**src/rtl/sram_arb_pkg.sv**
```systemverilog
// Purpose: shared types and constants for the two-client SRAM arbiter.
// Latency: n/a (types only).
// Backpressure: n/a.
// Optional feature macro used by the top: SRAM_ARB_PERF_EN (per-client grant counters).
package sram_arb_pkg;

    typedef enum logic {INIT = 1'b0, RUN = 1'b1} arb_state_t;
    typedef enum logic {OWN_A = 1'b0, OWN_B = 1'b1} owner_t;

    localparam int PERF_W = 16;

    // Pending-read tag: travels one stage alongside the SRAM's registered read.
    typedef struct packed {
        logic   vld;
        owner_t own;
    } rd_tag_t;

    // Saturating increment for the grant counters.
    function automatic logic [PERF_W-1:0] sat_inc(input logic [PERF_W-1:0] v);
        return (v == {PERF_W{1'b1}}) ? v : v + 1'b1;
    endfunction

endpackage

```
**src/rtl/rr_arb2.sv**
```systemverilog
// Purpose: two-way round-robin grant plus the last-grant register.
// Latency: grant is combinational from valids; last-grant updates at the clock edge.
// Backpressure: grants only while en_i is high; a losing requester simply sees no grant.
// Ports: clk, rst_n (async active-low), en_i, a_vld_i/b_vld_i in; a_gnt_o/b_gnt_o out.
module rr_arb2
    import sram_arb_pkg::*;
(
    input  logic clk,
    input  logic rst_n,
    input  logic en_i,
    input  logic a_vld_i,
    input  logic b_vld_i,
    output logic a_gnt_o,
    output logic b_gnt_o
);

    owner_t last_q, last_d;

    // On a conflict the requester that was not served last wins.
    always_comb begin
        a_gnt_o = en_i & a_vld_i & (~b_vld_i | (last_q == OWN_B));
        b_gnt_o = en_i & b_vld_i & (~a_vld_i | (last_q == OWN_A));
        last_d  = last_q;
        if (a_gnt_o) begin
            last_d = OWN_A;
        end else if (b_gnt_o) begin
            last_d = OWN_B;
        end
    end

    // Reset to B so that A wins the first conflict.
    always_ff @(posedge clk or negedge rst_n) begin
        if (!rst_n) begin
            last_q <= OWN_B;
        end else begin
            last_q <= last_d;
        end
    end

endmodule

```
**src/rtl/sram_arbiter.sv**
```systemverilog
// Purpose: shares one single-port registered-read SRAM between requesters A and B, clears it after reset.
// Latency: request handshake combinational; read data 2 cycles after grant (registered rvalid/rdata).
// Backpressure: x_ready is the round-robin grant; responses have no backpressure.
// Ports: clk, rst (async active-low); per client valid/ready/wr/addr/wdata in, rvalid/rdata out;
//        mem_rst/mem_wr/mem_addrs/mem_din to the SRAM, mem_dout from it; busy high during INIT.
// Optional: define SRAM_ARB_PERF_EN to add 16-bit saturating a_grant_cnt/b_grant_cnt outputs.
module sram_arbiter
    import sram_arb_pkg::*;
#(
    parameter int ADDR_W = 3,
    parameter int DATA_W = 4
) (
    input  logic              clk,
    input  logic              rst,
    input  logic              a_valid,
    output logic              a_ready,
    input  logic              a_wr,
    input  logic [ADDR_W-1:0] a_addr,
    input  logic [DATA_W-1:0] a_wdata,
    output logic              a_rvalid,
    output logic [DATA_W-1:0] a_rdata,
    input  logic              b_valid,
    output logic              b_ready,
    input  logic              b_wr,
    input  logic [ADDR_W-1:0] b_addr,
    input  logic [DATA_W-1:0] b_wdata,
    output logic              b_rvalid,
    output logic [DATA_W-1:0] b_rdata,
    output logic              mem_rst,
    output logic              mem_wr,
    output logic [ADDR_W-1:0] mem_addrs,
    output logic [DATA_W-1:0] mem_din,
    input  logic [DATA_W-1:0] mem_dout,
    output logic              busy
`ifdef SRAM_ARB_PERF_EN
    ,
    output logic [PERF_W-1:0] a_grant_cnt,
    output logic [PERF_W-1:0] b_grant_cnt
`endif
);

    arb_state_t        state_q;
    logic              busy_q;
    logic              mem_rst_q;
    logic              a_gnt, b_gnt;
    logic [ADDR_W-1:0] addr_q, addr_d;
    rd_tag_t           tag_q, tag_d;
    logic              a_rvalid_q, b_rvalid_q;
    logic [DATA_W-1:0] a_rdata_q, b_rdata_q;

    // INIT lasts exactly one edge after reset release; that edge clears the SRAM.
    always_ff @(posedge clk or negedge rst) begin
        if (!rst) begin
            state_q   <= INIT;
            busy_q    <= 1'b1;
            mem_rst_q <= 1'b1;
        end else begin
            case (state_q)
                INIT: begin
                    state_q   <= RUN;
                    busy_q    <= 1'b0;
                    mem_rst_q <= 1'b0;
                end
                default: begin
                    state_q   <= RUN;
                    busy_q    <= 1'b0;
                    mem_rst_q <= 1'b0;
                end
            endcase
        end
    end

    rr_arb2 u_rr (
        .clk     (clk),
        .rst_n   (rst),
        .en_i    (state_q == RUN),
        .a_vld_i (a_valid),
        .b_vld_i (b_valid),
        .a_gnt_o (a_gnt),
        .b_gnt_o (b_gnt)
    );

    // Idle cycles keep the last address on the bus: a harmless read, no toggling.
    always_comb begin
        mem_wr    = 1'b0;
        mem_addrs = addr_q;
        mem_din   = '0;
        if (a_gnt) begin
            mem_wr    = a_wr;
            mem_addrs = a_addr;
            mem_din   = a_wdata;
        end else if (b_gnt) begin
            mem_wr    = b_wr;
            mem_addrs = b_addr;
            mem_din   = b_wdata;
        end
        addr_d    = mem_addrs;
        tag_d.vld = (a_gnt & ~a_wr) | (b_gnt & ~b_wr);
        tag_d.own = b_gnt ? OWN_B : OWN_A;
    end

    // Tag follows the SRAM read register by one stage; response regs add the second.
    always_ff @(posedge clk or negedge rst) begin
        if (!rst) begin
            addr_q     <= '0;
            tag_q      <= '{vld: 1'b0, own: OWN_A};
            a_rvalid_q <= 1'b0;
            b_rvalid_q <= 1'b0;
            a_rdata_q  <= '0;
            b_rdata_q  <= '0;
        end else begin
            addr_q     <= addr_d;
            tag_q      <= tag_d;
            a_rvalid_q <= tag_q.vld && (tag_q.own == OWN_A);
            b_rvalid_q <= tag_q.vld && (tag_q.own == OWN_B);
            if (tag_q.vld && (tag_q.own == OWN_A)) begin
                a_rdata_q <= mem_dout;
            end
            if (tag_q.vld && (tag_q.own == OWN_B)) begin
                b_rdata_q <= mem_dout;
            end
        end
    end

    assign a_ready  = a_gnt;
    assign b_ready  = b_gnt;
    assign a_rvalid = a_rvalid_q;
    assign b_rvalid = b_rvalid_q;
    assign a_rdata  = a_rdata_q;
    assign b_rdata  = b_rdata_q;
    assign busy     = busy_q;
    assign mem_rst  = mem_rst_q;

`ifdef SRAM_ARB_PERF_EN
    logic [PERF_W-1:0] a_cnt_q, b_cnt_q;

    always_ff @(posedge clk or negedge rst) begin
        if (!rst) begin
            a_cnt_q <= '0;
            b_cnt_q <= '0;
        end else begin
            if (a_gnt) a_cnt_q <= sat_inc(a_cnt_q);
            if (b_gnt) b_cnt_q <= sat_inc(b_cnt_q);
        end
    end

    assign a_grant_cnt = a_cnt_q;
    assign b_grant_cnt = b_cnt_q;
`endif

endmodule

```
**config.mk**
```make
export PLATFORM = sky130hd
export DESIGN_NAME = sram_arbiter
export DESIGN_NICKNAME = d
export VERILOG_FILES = /design/src/rtl/sram_arb_pkg.sv /design/src/rtl/rr_arb2.sv /design/src/rtl/sram_arbiter.sv
export SDC_FILE = /design/constraint.sdc
export NUM_CORES = 1
export LEC_CHECK = 0
export CAP_MARGIN = 10
export CORE_UTILIZATION = 36
export DETAILED_ROUTE_END_ITERATION = 10
export PLACE_DENSITY = 0.78
export SLEW_MARGIN = 0
export SYNTH_ARGS = -nofsm -noshare
export SYNTH_HDL_FRONTEND = slang
export SYNTH_SLANG_ARGS = --single-unit
export TNS_END_PERCENT = 10
```
**constraint.sdc**
```tcl
create_clock -name clk -period 1.4 [get_ports clk]
set_input_delay 0.21 -clock clk [delete_from_list [all_inputs] [get_ports clk]]
set_output_delay 0.21 -clock clk [all_outputs]
set_load 0.02 [all_outputs]
```
==> summary.md <==
| Metric | Value |
|---|---|
| Power Density | 1160 nW/um^2 |
| Most frequent cells in the layout | clkdlybuf4s50_1, dfrtp_1, dlygate4sd2_1 |
| CP Launch Type | register |
| GRT Util Overall | 15.5% |
| Die Y-Extent | 47.9 microns |
| Worst slack, placed | -0.740 ns |
| CTS tree | built |
| CP top delay family | flip-flops |
| Ports | 46 |
| Clock Tree Root | clkbuf_4 |
| Routed WL per cell | 12.3 microns |
| Worst path cell trace | nor2b_2 -> or2_4 -> inv_4 -> a22o_1 -> buf_6 |
| Placer Congestion | 0.758 |
| Maximum vdd drop | 0.646 mV |
| Syn_area_per_cell | 12.2 sq um |
| CP Max Fanout | 6 |
| Syn Nets | 86 |
| Worst endpoint data arrival time | 1.57 ns |
| Slowest stage cell, crit path | dfstp_2 |
| Slew Viols, Final | 0 |
| First-pass GRT wire length | 2390 microns |
| Final Hold Viols | 0 |
| RSZ-0062 raised after global routing | yes |
| DR pass1 iterations | 4 |
| Antenna cell count | 0 |
| HPWL Detailed | 1340 microns |
| Finished Core Util | 66.2% |
| Detail Route Antenna Nets | 0 |
| Max Buffers Root-to-Sink | 2 |
| Clock transition at path regs | 0.10 ns |
| Total power | 1520 uW |
| Final Cycle Share | 127% |
| Die X | 47.9 microns |
| # rows | 16 |
| Core Box Area | 1980 sq um |
| Cells after Synth | 62 |
| Die area | 2300 sq um |
| Leakage Power | 0.000593 uW |
| Max Cap Viol | 0 |
| Final net count | 140 |
| Initial Util | 38.3% |
| Pin count of the biggest net entering global routing | 19 |
| Violated checks | setup timing |
| Vias in the first global route | 595 |
| Clock sinks | 18 |
| Later-pin clock latency in the skew report | 0.28 ns |
| Hold-fix buffers, CTS | 0 |
| Vias | 698 |
| Kind of end point of the critical path | primary output |
| Leading cell type in the layout, fill and taps excluded | clkdlybuf4s50_1 |
| Initial antenna violation count | 0 |
| Buf/Inv on CP | 2 |
| Sequential fraction of the synthesis area | 59.6% |
| Outcome | complete, but fails checks |
| Final WS setup | -0.381 ns |
| Worst Path Required | 1.19 ns |
| Critical path class | register to primary output |
| Synth warnings | 0 |
| I/O Buffers | 45 |
| Syn Std Cell Area | 759 sq um |
| Total CTS buffers | 3 |
| Final Hold Slack | 0.243 ns |
| Number of distinct library cells after synthesis | 22 |
| DRC errors left | 0 |
| Fmax | 0.562 GHz |
| P&R area growth vs syn | 72.7% |
| Ratio of cells with drive above 1 in the final layout | 33.9% |
| H-tree depth | 1 |
| Residual overflow from global routing | 0 |
| Total Neg Setup Slack | -3.34 ns |
| Detailed Route WL | 1740 microns |
| Hold Path Class | input pin to asynchronous set/reset pin |
| Synth Register Bits | 18 |
| Vias/cell | 4.92 |
| Final setup viols | 10 |
| Initial drt markers | 18 |
| Worst path max stage delay | 0.59 ns |
| Post-Route Skew | 0.00378 ns |
| Tmin final | 1.78 ns |
layout make-up:
| class | count | area, sq um |
|---|---|---|
| clock buffer | 4 | 26.3 |
| inverter | 2 | 10.0 |
| sequential | 18 | 453 |
| timing repair buffer | 51 | 478 |
| fill | 168 | 671 |
| multi-input combinational | 40 | 310 |
| tap | 27 | 33.8 |
power breakdown:
part,total [uW],internal (uW),switching (uW)
logic,588,296,292
registers,679,631,47.5
clock network,257,111,146
total,1520,1040,486
synth_stat cells:
cell       n  area [sq um]
mux2_2     8          90.1
nor2b_2    1          8.76
nand3_1    3          15.0
conb_1     2          7.51
dfstp_2    2          52.6
nor2_2     1          6.26
a22o_1     5          43.8
dfrtp_1   16           400
o21ai_0    4          20.0
buf_4      1          7.51
inv_1      1          3.75
nor3_1     3          15.0
nor2b_1    1          6.26
a31oi_1    3          18.8
clkbuf_2   1          5.00
and2_1     1          6.26
nand2_1    4          15.0
o32ai_1    1          8.76
and2_2     1          7.51
nand2_2    1          6.26
or2_4      1          8.76
inv_4      1          6.26
repair_timing:
| action | in CTS | in global routing |
|---|---|---|
| setup buffers | 0 | 1 |
| endpoints found under the setup margin | 22 | 10 |
| endpoints found under the hold margin | 0 | 0 |
| pin swaps | 3 | 3 |
| gates resized for setup | 74 | 2 |
metal layers:
layer	up-vias	track usage (%)	part of all wire [%]
met2	36	28.6	53
met1	333	16.0	39
met4	0	8.33	1.9
li1	325	-	-
met5	-	0	0
met3	4	3.40	6.0
metrics by stage:
stage / std cells / cell area, sq um
CTS: 141 / 1300
global placement: 137 / 1270
global route: 142 / 1310
detailed placement: 137 / 1270
finish: 142 / 1310
floorplan: 62 / 759
registers in the layout, indices dropped and copies added, names as in the netlist:
name,flops
a_rdata,4
b_rdata,4
addr_q,3
tag_q,2
a_rvalid,1
b_rvalid,1
mem_rst,1
state_q,1
u_rr.last_q,1
kinds of logic after synthesis:
kind of cell | count (synthesis) | synth area share (%)
AOI/OAI and AO/OA | 13 | 12.0
DFF | 18 | 59.6
buffers and inverters | 4 | 2.97
and+or+nand+nor | 17 | 12.5
other | 2 | 0.989
muxes | 8 | 11.9
worst paths after layout:
kind	end	startpoint	slack (ns)	cells past startpoint
max	mem_din[0]	u_rr.last_q$_DFFE_PN1P_	-0.38	5
min	b_rdata[0]$_DFFE_PN0P_	rst	0.24	2
max reg2reg	a_rdata[1]$_DFFE_PN0P_	tag_q[0]$_DFF_PN0_	0.19	2
min reg2reg	a_rvalid$_DFF_PN0_	tag_q[0]$_DFF_PN0_	0.51	1
max in group asynchronous	mem_rst$_DFF_PN1_	rst	0.90	2
min in group clk	a_rvalid$_DFF_PN0_	tag_q[0]$_DFF_PN0_	0.51	1
Note: power is estimated with default switching activity, not from simulation.
